<file path="config.mk">
export PLATFORM = sky130hd
export DESIGN_NAME = vga_timing_gen
export DESIGN_NICKNAME = d
export VERILOG_FILES = /design/src/rtl/vga_timing_gen_pkg.sv /design/src/rtl/vga_timing_gen_delay_line.sv /design/src/rtl/vga_timing_gen.sv
export SDC_FILE = /design/constraint.sdc
export NUM_CORES = 1
export LEC_CHECK = 0
export BUFFER_PORTS_ARGS = -buffer_cell sky130_fd_sc_hd__buf_2
export CAP_MARGIN = 5
export CORE_MARGIN = 3
export CORE_UTILIZATION = 50
export DETAILED_ROUTE_END_ITERATION = 7
export GPL_ROUTABILITY_DRIVEN = 0
export GPL_TIMING_DRIVEN = 0
export HOLD_SLACK_MARGIN = 0.05
export PLACE_DENSITY = 0.75
export SLEW_MARGIN = 30
export SYNTH_ARGS = -nofsm -noshare
export SYNTH_HDL_FRONTEND = slang
export SYNTH_HIERARCHICAL = 1
export SYNTH_SLANG_ARGS = --single-unit
</file>
<file path="constraint.sdc">
create_clock -name VGA_CLK -period 2.6 [get_ports VGA_CLK]
set_input_delay 0.39 -clock VGA_CLK [delete_from_list [all_inputs] [get_ports VGA_CLK]]
set_output_delay 0.39 -clock VGA_CLK [all_outputs]
set_load 0.01 [all_outputs]
</file>
<file path="src/rtl/vga_timing_gen_pkg.sv">
// Shared timing constants, widths and helper types for the 1024x768@60 VGA
// raster generator and its delay line.
package vga_timing_pkg;

    localparam int CNT_W = 11;
    localparam int RGB_W = 24;

    localparam int H_ACT  = 1024;
    localparam int H_FP   = 24;
    localparam int H_SYNC = 136;
    localparam int H_BP   = 160;
    localparam int V_ACT  = 768;
    localparam int V_FP   = 3;
    localparam int V_SYNC = 6;
    localparam int V_BP   = 29;

    typedef logic [CNT_W-1:0] cnt_t;

    typedef struct packed {
        logic first;
        logic de;
        logic vs;
        logic hs;
    } sync_flags_t;

    function automatic int h_total(input int act, input int fp, input int sync, input int bp);
        return act + fp + sync + bp;
    endfunction

    function automatic int v_total(input int act, input int fp, input int sync, input int bp);
        return act + fp + sync + bp;
    endfunction

    localparam int H_TOTAL = h_total(H_ACT, H_FP, H_SYNC, H_BP);
    localparam int V_TOTAL = v_total(V_ACT, V_FP, V_SYNC, V_BP);

endpackage

</file>
<file path="src/rtl/vga_timing_gen_delay_line.sv">
// Fixed-depth shift register with synchronous reset to a programmable value;
// carries the sync/enable flags alongside the compositor's pixel latency.
module vga_delay_line #(
    parameter int unsigned          DEPTH   = 1,
    parameter int unsigned          WIDTH   = 1,
    parameter logic [WIDTH-1:0]     RST_VAL = '0
) (
    input  logic             clk,
    input  logic             rst,
    input  logic [WIDTH-1:0] data,
    output logic [WIDTH-1:0] delayed
);

    logic [WIDTH-1:0] stage [DEPTH];

    always_ff @(posedge clk) begin
        if (rst) begin
            for (int unsigned i = 0; i < DEPTH; i++) begin
                stage[i] <= RST_VAL;
            end
        end else begin
            stage[0] <= data;
            for (int unsigned i = 1; i < DEPTH; i++) begin
                stage[i] <= stage[i-1];
            end
        end
    end

    assign delayed = stage[DEPTH-1];

endmodule

</file>
<file path="src/rtl/vga_timing_gen.sv">
// VGA raster timing: counters, registered pixel request, and pin-side sync/DE/RGB
// phase-aligned to the compositor's fixed return latency.
module vga_timing_gen
    import vga_timing_pkg::*;
#(
    parameter int P_H_ACT   = H_ACT,
    parameter int P_H_FP    = H_FP,
    parameter int P_H_SYNC  = H_SYNC,
    parameter int P_H_BP    = H_BP,
    parameter int P_V_ACT   = V_ACT,
    parameter int P_V_FP    = V_FP,
    parameter int P_V_SYNC  = V_SYNC,
    parameter int P_V_BP    = V_BP,
    parameter bit P_HS_POL  = 1'b0,
    parameter bit P_VS_POL  = 1'b0,
    parameter int P_RGB_LAT = 2
) (
    input  logic             VGA_CLK,
    input  logic             RST_N,
    input  logic [RGB_W-1:0] VGA_BUF_RGB,
    output logic             VGA_IF_RGBEN,
    output logic             VGA_HS,
    output logic             VGA_VS,
    output logic             VGA_DE,
    output logic [RGB_W-1:0] VGA_RGB,
    output logic             FRAME_START
);

    localparam cnt_t H_LAST   = cnt_t'(h_total(P_H_ACT, P_H_FP, P_H_SYNC, P_H_BP) - 1);
    localparam cnt_t V_LAST   = cnt_t'(v_total(P_V_ACT, P_V_FP, P_V_SYNC, P_V_BP) - 1);
    localparam cnt_t H_VIS    = cnt_t'(P_H_ACT);
    localparam cnt_t V_VIS    = cnt_t'(P_V_ACT);
    localparam cnt_t HS_START = cnt_t'(P_H_ACT + P_H_FP);
    localparam cnt_t HS_STOP  = cnt_t'(P_H_ACT + P_H_FP + P_H_SYNC);
    localparam cnt_t VS_START = cnt_t'(P_V_ACT + P_V_FP);
    localparam cnt_t VS_STOP  = cnt_t'(P_V_ACT + P_V_FP + P_V_SYNC);

    localparam sync_flags_t INACTIVE = '{first: 1'b0, de: 1'b0, vs: ~P_VS_POL, hs: ~P_HS_POL};

    cnt_t             h_cnt;
    cnt_t             v_cnt;
    sync_flags_t      raw_next;
    sync_flags_t      raw;
    sync_flags_t      pins;
    logic [RGB_W-1:0] rgb_q;

    always_ff @(posedge VGA_CLK) begin
        if (RST_N) begin
            h_cnt <= '0;
            v_cnt <= '0;
        end else if (h_cnt == H_LAST) begin
            h_cnt <= '0;
            v_cnt <= (v_cnt == V_LAST) ? '0 : v_cnt + cnt_t'(1);
        end else begin
            h_cnt <= h_cnt + cnt_t'(1);
        end
    end

    always_comb begin
        raw_next       = INACTIVE;
        raw_next.de    = (h_cnt < H_VIS) && (v_cnt < V_VIS);
        raw_next.first = raw_next.de && (h_cnt == '0) && (v_cnt == '0);
        if ((h_cnt >= HS_START) && (h_cnt < HS_STOP)) begin
            raw_next.hs = P_HS_POL;
        end
        // v_cnt only moves on the h wrap, so VS naturally spans whole lines
        if ((v_cnt >= VS_START) && (v_cnt < VS_STOP)) begin
            raw_next.vs = P_VS_POL;
        end
    end

    always_ff @(posedge VGA_CLK) begin
        if (RST_N) begin
            raw <= INACTIVE;
        end else begin
            raw <= raw_next;
        end
    end

    assign VGA_IF_RGBEN = raw.de;

    // The extra stage beyond P_RGB_LAT matches the input register on VGA_BUF_RGB
    vga_delay_line #(
        .DEPTH   (P_RGB_LAT + 1),
        .WIDTH   ($bits(sync_flags_t)),
        .RST_VAL (INACTIVE)
    ) u_flag_delay (
        .clk     (VGA_CLK),
        .rst     (RST_N),
        .data    (raw),
        .delayed (pins)
    );

    always_ff @(posedge VGA_CLK) begin
        if (RST_N) begin
            rgb_q <= '0;
        end else begin
            rgb_q <= VGA_BUF_RGB;
        end
    end

    assign VGA_HS      = pins.hs;
    assign VGA_VS      = pins.vs;
    assign VGA_DE      = pins.de;
    assign FRAME_START = pins.first;
    assign VGA_RGB     = pins.de ? rgb_q : '0;

endmodule

</file>
Word-level counts from Yosys, hierarchy flattened
Memory sizes are Yosys's and may differ from the RTL's.
Cells that the tools add are included.
Storage, ports and cells
  register bits after elaboration: 50
  output and inout port bits: 29
  word-level logic and storage cells: 39
  memories kept: 1
  bits of input ports: 26
  bits in writable memories: 12
Memories
  u_flag_delay.stage: depth 3, width 4, rd ports 3, clocked after Yosys merged registers in 0, write ports 3, line vga_timing_gen_delay_line.sv:14  | logic [WIDTH-1:0] stage [DEPTH];
Cells by class
  magnitude comparators: 6
  bitwise gates (word level): 3
  muxes and demuxes: 10
  reductions and logical operators: 8
  equality and inequality tests: 2
  add/subtract/negate cells: 2
Operators by type and width (count)
  $mux 24: 1
  $add 11x1->11 const B: 2
  $logic_not 11->1: 2
  $lt 11x10->1 const B: 2
  $lt 11x11->1 const B: 2
  $mux 4: 3
  $eq 11x10->1 const B: 1
  $eq 11x11->1 const B: 1
  $ge 11x10->1 const B: 1
  $ge 11x11->1 const B: 1
  $mux 11: 1
  $logic_and 1x1->1: 5
  $mux 1: 5
  $or 1x1->1: 3
  $reduce_or 2->1: 1

Depth between registers and ports, before layout
Gate-level depths: netlist (run 1).
  depth after elaboration: 4
  mapped depth: 7
  mapped depth without buffers: 6

Modules after synthesis
Netlist (run 1), hierarchy kept.
Modules (own cells, without submodules)
  vga_timing_gen: cells each 227, sequential area each 1001.0 sq um, instances 1, area each 2043.2 sq um
  vga_delay_line: cells each 29, sequential area each 240.2 sq um, instances 1, area each 357.8 sq um

Worst setup path after synthesis (run 1)
OpenSTA, ideal clock, no wires.
  path type: reg2reg
  from: register h_cnt[10]
  to: register v_cnt[9]
  data required time: 2.530 ns
  clock period less this slack: 2.017 ns
  library setup time: 0.070 ns
  path slack: 0.583 ns
  arrival time: 1.946 ns
  path buffers: 1
  stages on the path, launching flop included: 6
  cells stage by stage: dfxtp_1 > or3b_1 > or4_1 > buf_2 > or4_1 > a21oi_1
On the way
  longest elaborated chain between the ends: 1
RTL lines
  start: declaration: line vga_timing_gen.sv:40  | cnt_t h_cnt;
  start signal: assignment: line vga_timing_gen.sv:55  | h_cnt <= h_cnt + cnt_t'(1);
  $eq 11x11->1: line vga_timing_gen.sv:51  | end else if (h_cnt == H_LAST) begin
  end signal: assignment: line vga_timing_gen.sv:53  | v_cnt <= (v_cnt == V_LAST) ? '0 : v_cnt + cnt_t'(1);
  end: declaration: line vga_timing_gen.sv:41  | cnt_t v_cnt;
Every way passes these cells.
A chain may end at the register's enable or synchronous reset.

Worst setup path in the final report (run 1)
  from: register h_cnt[10]
  to: register v_cnt[7]
The elaborated chain is that of the path after synthesis.

==> flow_summary_export.csv, run 1 <==
group,metric,value,unit
run_status,status,"complete, no violations",
floorplan,die_y,75.3,µm
synth,synth_top_area_share,51.7,%
sta,max_slew_margin,44.8,%
global_route,grt_pass1_wl,7.29,mm
setup_path,start_kind,"flop",
setup_path,end_kind,"flop",
clock_network,clock-sinks,62,
place,placed_area,0.00274,mm²
layout,multi_input_area,0.00105,mm²
sta,hold_viol_final,0,
sta,slew_violations,0,
routing,antenna_left,0,
floorplan,coreArea,0.00450,mm²
synth,ys.flop_type,"dfxtp_1",
routing,drt_first_iter_violations,41,
routing,wl,4.60,mm
synth,synth_edf_count,0,
layout,areaGrowthSynthToFinish,22.9,%
floorplan,ioPinCount,55,
sta,finalSetupViolCount,0,
sta,max_slew.worst_pin.slew,0.820,ns
setup_path,worstPathMaxFanout,10,
floorplan,die-area,0.00567,mm²
sta,rsz0062_at_grt,"false",
global_route,groute.usage.overall,17.4,%
synth,synthArstFlopShare,0,%
layout,layout_common_cells,"dfxtp_1, buf_2, nor2b_1, and2_1, nor2_1",
layout,final_area,0.00295,mm²
synth,synthCells,256,
layout,num_antenna_cells,0,
place,portBuffers,54,
sta,tns,0,ns
global_route,antenna_found_initial,0,
clock_network,cts_root_buf,"clkbuf_8",
routing,drc_errors,0,
setup_path,crit_type,"flop to flop",
routing,vias,1898,
setup_path,arrival,2.49,ns
layout,nNetsFinal,352,
synth,yosysTopAreaCell,"dfxtp_1",
global_route,grtUsageMet2,27.2,%
min_path,hold_class,"input pin to flop",
synth,synth-warning-count,6,
clock_network,cts_buffers,9,
synth,synth_cell_type_count,35,
layout,fill_cells,371,
place,dpl.cell_count,362,
sta,min_period,2.29,ns
pwr,power.leakage,1.24,nW
layout,regArea,0.00124,mm²
clock_network,hold_buffers,0,
global_route,use_met1,20.5,%
routing,avgViaCountPerCell,5.02,
synth,synth_area,0.00240,mm²
layout,layout_commonest_cell,"dfxtp_1",
synth,synth_fp_nets,287,
layout,final_cell_count_no_fill,378,
global_route,grt_overflow,0,
synth,ys_seq_elements,62,
pwr,power_density,669,mW/mm²
floorplan,rows,24,
clock_network,cts_tree,"done",
run,cap_viol_max_count,0,
clock_network,postCtsSetupBuffers,0,
setup_path,critPathRequiredTime,2.80,ns
global_route,grt_pass1_vias,1671,
sta,fin_worst_skew,0.00629,ns
synth,syn_avg_cell_area,9.38,µm²
synth,ys_seq_area_share,51.7,%
routing,wl_per_cell,12.2,µm
clock_network,post_cts_resized,0,
clock_network,htreeDepth,3,
clock_network,clock_latency,0.34,ns
clock_network,cts_buffer_depth,2,
sta,period_share,88.0,%
layout,drive_gt1_share,23.0,%
synth,synthTopCellsByArea,"dfxtp_1, nor2b_1, and2_1",
global_route,met3_usage,8.31,%
clock_network,clkTransAtPathRegs,0.07,ns
floorplan,initial_utilization,53.3,%
routing,firstDrtPassIters,4,
place,hpwlAfterDp,3.26,mm
global_route,busiest_layer,"met2",
floorplan,fp.dieW,75.3,µm
sta,fmax,437,MHz
global_route,grt_max_degree,12,
pwr,ir_worst_vdd,0.362,mV
power breakdown:
part / total (mW) / switching (mW) / internal [mW]
Combinational: 0.0802 / 0.0384 / 0.0417
Clock: 0.905 / 0.367 / 0.538
Sequential: 0.989 / 0.00934 / 0.980
Total: 1.97 / 0.415 / 1.56
per-stage QoR:
step                utilization (%)  hold WS (ns)  power, mW  worst slack (ns)
global route                   65.5         0.251       2.05             0.117
CTS                            65.5         0.241       2.00             0.309
finish                         65.5         0.254       1.97             0.313
floorplan                         -         0.383       1.06             0.583
detailed placement             60.8         0.389       1.09             0.315
global placement               60.8         0.385       1.09             0.393
cell families (layout without fill, tap and decap cells):
group | Yosys count | after routing | share of synthesized area (%)
buf+inv | 22 | 92 | 4.43
compound gates | 23 | 23 | 5.47
simple gates | 134 | 134 | 32.2
flops | 62 | 62 | 51.7
fa+ha+maj | 5 | 5 | 2.61
xor+xnor | 10 | 10 | 3.65
cell usage after synthesis (all sizes together) (2+ instances only):
cell type  number
a21oi          10
buf             6
nand2          14
inv             7
clkbuf          9
nor2b          29
ha              5
or4             2
or3             8
or2             6
and2           27
nor2           16
dfxtp          62
xnor2           8
nor4            8
nand4           2
nand2b          2
nor3            3
o21ai           8
xor2            2
nand3           8
or4b            2
o31ai           2
sequential cells by signal (all words and copies together) (netlist names):
name and count:
VGA_IF_RGBEN 1, h_cnt 11, raw 3, rgb_q 24
u_flag_delay/stage 12, v_cnt 11
layer usage:
| layer | vias to the layer above | routed length, µm |
|---|---|---|
| li1 | 974 | - |
| met1 | 870 | 2020 |
| met2 | 48 | 2190 |
| met3 | 6 | 339 |
| met4 | 0 | 54 |
| met5 | - | 0 |
critical path: stages, from the launching register on:
cell	delay, ns
dfxtp_1	0.43
or3b_1	0.38
nor4_1	0.69
a21o_1	0.19
clkbuf_1	0.36
a21oi_1	0.10
final timing paths:
| check | from | to | slack (ns) | depth (start not counted) |
|---|---|---|---|---|
| max | h_cnt[10]$_SDFF_PP0_ | v_cnt[7]$_SDFFE_PP0N_ | 0.31 | 5 |
| max reg2reg | h_cnt[10]$_SDFF_PP0_ | v_cnt[7]$_SDFFE_PP0N_ | 0.31 | 5 |
| min | VGA_BUF_RGB[0] | rgb_q[0]$_SDFF_PP0_ | 0.25 | 2 |
| min reg2reg | u_flag_delay/stage[0][4]$_SDFF_PP1_ | u_flag_delay/stage[0][8]$_SDFF_PP1_ | 0.40 | 1 |
final cells by class:
type	count	share of cell area, %
flip-flops and latches	62	42.1
clock inverters	6	2.93
inverters	7	0.891
clock buffers	10	4.33
multi-input cells	172	35.7
plain buffers	15	2.71
well taps	52	2.21
repair buffers	54	9.16
Power figures use the tool's default switching activity.
==> run 2: changes to the inputs <==
--- a/config.mk
+++ b/config.mk
@@ -5,15 +5,14 @@
 export SDC_FILE = /design/constraint.sdc
 export NUM_CORES = 1
 export LEC_CHECK = 0
-export BUFFER_PORTS_ARGS = -buffer_cell sky130_fd_sc_hd__buf_2
 export CAP_MARGIN = 5
 export CORE_MARGIN = 3
 export CORE_UTILIZATION = 50
 export DETAILED_ROUTE_END_ITERATION = 7
+export DONT_BUFFER_PORTS = 1
 export GPL_ROUTABILITY_DRIVEN = 0
 export GPL_TIMING_DRIVEN = 0
 export HOLD_SLACK_MARGIN = 0.05
-export PLACE_DENSITY = 0.75
 export SLEW_MARGIN = 30
 export SYNTH_ARGS = -nofsm -noshare
 export SYNTH_HDL_FRONTEND = slang
==> flow_summary_export.csv, run 2 (synthesized netlist as in run 1, its figures left out) <==
group,metric,value,unit
sta,tns,0,ns
sta,fin_worst_skew,0.00529,ns
clock_network,clock_latency,0.32,ns
floorplan,initial_utilization,53.3,%
clock_network,clock-sinks,62,
run_status,status,"complete, no violations",
global_route,grt_max_degree,11,
pwr,p_clk_share,44.6,%
floorplan,rows,24,
sta,max_slew.worst_pin.slew,0.745,ns
setup_path,end_kind,"flop",
setup_path,arrival,2.53,ns
setup_path,critPathRequiredTime,2.85,ns
layout,largest_reg_flops,24,
pwr,netSwitchingPower,390,µW
sta,finalSetupViolCount,0,
run,cap_viol_max_count,0,
routing,m1WireLength,2.09,mm
layout,layout_common_cells,"dfxtp_1, nor2b_1, and2_1, nor2_1, nand2_1",
clock_network,cts_buffer_depth,2,
setup_path,regToRegSetupSlack,0.33,ns
sta,slew_violations,0,
sta,min_period,2.27,ns
pwr,power.leakage,0.982,nW
pwr,internal_power,1.50,mW
clock_network,htreeDepth,3,
layout,num_antenna_cells,0,
pwr,ir_worst_vdd,0.390,mV
setup_path,crit_path_start,"h_cnt[0]$_SDFF_PP0_",
pwr,switching_share,20.6,%
global_route,grt_pass1_vias,1522,
routing,vias,1663,
global_route,antenna_found_initial,0,
clock_network,cts_buffers,9,
routing,antenna_left,0,
routing,routed.top_layer,"met4",
setup_path,r2r_start,"h_cnt[0]$_SDFF_PP0_",
sta,fmax,440,MHz
sta,hold_viol_final,0,
pwr,power_density,708,mW/mm²
global_route,grt_pass1_wl,6.85,mm
setup_path,start_kind,"flop",
pwr,combPwrFrac,3.1,%
clock_network,hold_buffers,0,
place,dp_slack,0.323,ns
sta,fin_ws,0.325,ns
place,portBuffers,0,
routing,wl_met2,1.86,mm
pwr,power,1.89,mW
routing,wl_met3,281,µm
floorplan,fp.dieW,75.3,µm
routing,drt_first_iter_violations,72,
setup_path,crit_type,"flop to flop",
routing,wl_per_cell,13.3,µm
floorplan,ioPinCount,55,
layout,regMostFlops,"rgb_q",
sta,rsz0062_at_grt,"false",
routing,wl,4.29,mm
min_path,hold_class,"input pin to flop",
layout,reg.largest.list,"rgb_q: 24 flops, u_flag_delay/stage: 12 flops",
layout,final_util,59.2,%
place,hpwlAfterDp,2.98,mm
clock_network,cts_root_buf,"clkbuf_8",
global_route,grt_overflow,0,
floorplan,coreArea,0.00450,mm²
sta,period_share,87.5,%
layout,layout_commonest_cell,"dfxtp_1",
pwr,power_frac_seq,52.4,%
layout,areaGrowthSynthToFinish,11.1,%
clock_network,cts_tree,"done",
setup_path,rr_endpoint,"v_cnt[2]$_SDFFE_PP0N_",
sta,max_slew_margin,49.9,%
floorplan,die-area,0.00567,mm²
setup_path,reg2reg_depth,7,
layout,nNetsFinal,298,
routing,avgViaCountPerCell,5.13,
routing,firstDrtPassIters,4,
floorplan,die_y,75.3,µm
global_route,groute.usage.overall,16.0,%
clock_network,clkTransAtPathRegs,0.07,ns
setup_path,worstPathMaxFanout,10,
setup_path,crit_end,"v_cnt[2]$_SDFFE_PP0N_",
clock_network,post_cts_resized,0,
clock_network,postCtsSetupBuffers,0,
layout,drive_gt1_share,7.35,%
routing,drc_errors,0,
==> run 2: cell count changes in the layout (fill, tap and decap cells not counted) <==
cell	previous run	this run
clkbuf_8	9	11
clkinv_4	1	0
clkbuf_1	10	11
clkinv_2	2	1
buf_2	55	1
bufinv_16	2	1
==> run 2: worst max-delay path: stages (launching register included) <==
cell and delay (ns):
dfxtp_1 0.40, ha_1 0.25, nand2_1 0.15, or4_1 0.50, buf_2 0.19, clkbuf_1 0.23, or3_1 0.35, a21oi_1 0.13
==> run 2: layer usage <==
| layer | vias to the layer above | track usage (%) |
|---|---|---|
| li1 | 867 | - |
| met1 | 742 | 21.2 |
| met2 | 45 | 23.5 |
| met3 | 9 | 5.15 |
| met4 | 0 | 8.16 |
| met5 | - | 0 |
==> run 2: power by group through the flow <==
stage                     combinational, mW  clock (mW)  sequential, mW
final                                0.0577       0.842           0.990
after global routing                 0.0664       0.909           0.992
after CTS                            0.0587       0.867           0.990
after detailed placement             0.0587           0            1.01
after global placement               0.0572           0            1.01
after floorplan                      0.0475           0            1.01
==> run 2: how the worst min path moves through the flow <==
stage	from	to	slack [ns]	cells past startpoint
CTS	RST_N	u_flag_delay/stage[0][11]$_SDFF_PP0_	0.12	1
detailed placement	u_flag_delay/stage[0][1]$_SDFF_PP1_	u_flag_delay/stage[0][5]$_SDFF_PP1_	0.39	1
finish	RST_N	u_flag_delay/stage[0][11]$_SDFF_PP0_	0.13	1
global placement	raw[1]$_SDFF_PP1_	u_flag_delay/stage[0][1]$_SDFF_PP1_	0.38	1
floorplan	raw[0]$_SDFF_PP1_	u_flag_delay/stage[0][0]$_SDFF_PP1_	0.38	1
global route	RST_N	u_flag_delay/stage[0][11]$_SDFF_PP0_	0.11	1
==> run 2: layout make-up <==
type | count | area, µm²
fillers | 401 | 1840
flip-flops and latches | 62 | 1240
multi-input cells | 172 | 1050
clock buffers | 13 | 159
plain buffers | 15 | 80.1
well taps | 52 | 65.1
clock inverters | 3 | 42.5
inverters | 7 | 26.3
==> run 2: stage by stage <==
step                cell area, µm²  cells  hold slack, ns
global route                  2670    324           0.111
floorplan                     2400    256           0.383
CTS                           2670    324           0.118
detailed placement            2470    308           0.389
global placement              2470    308           0.384
finish                        2670    324           0.131
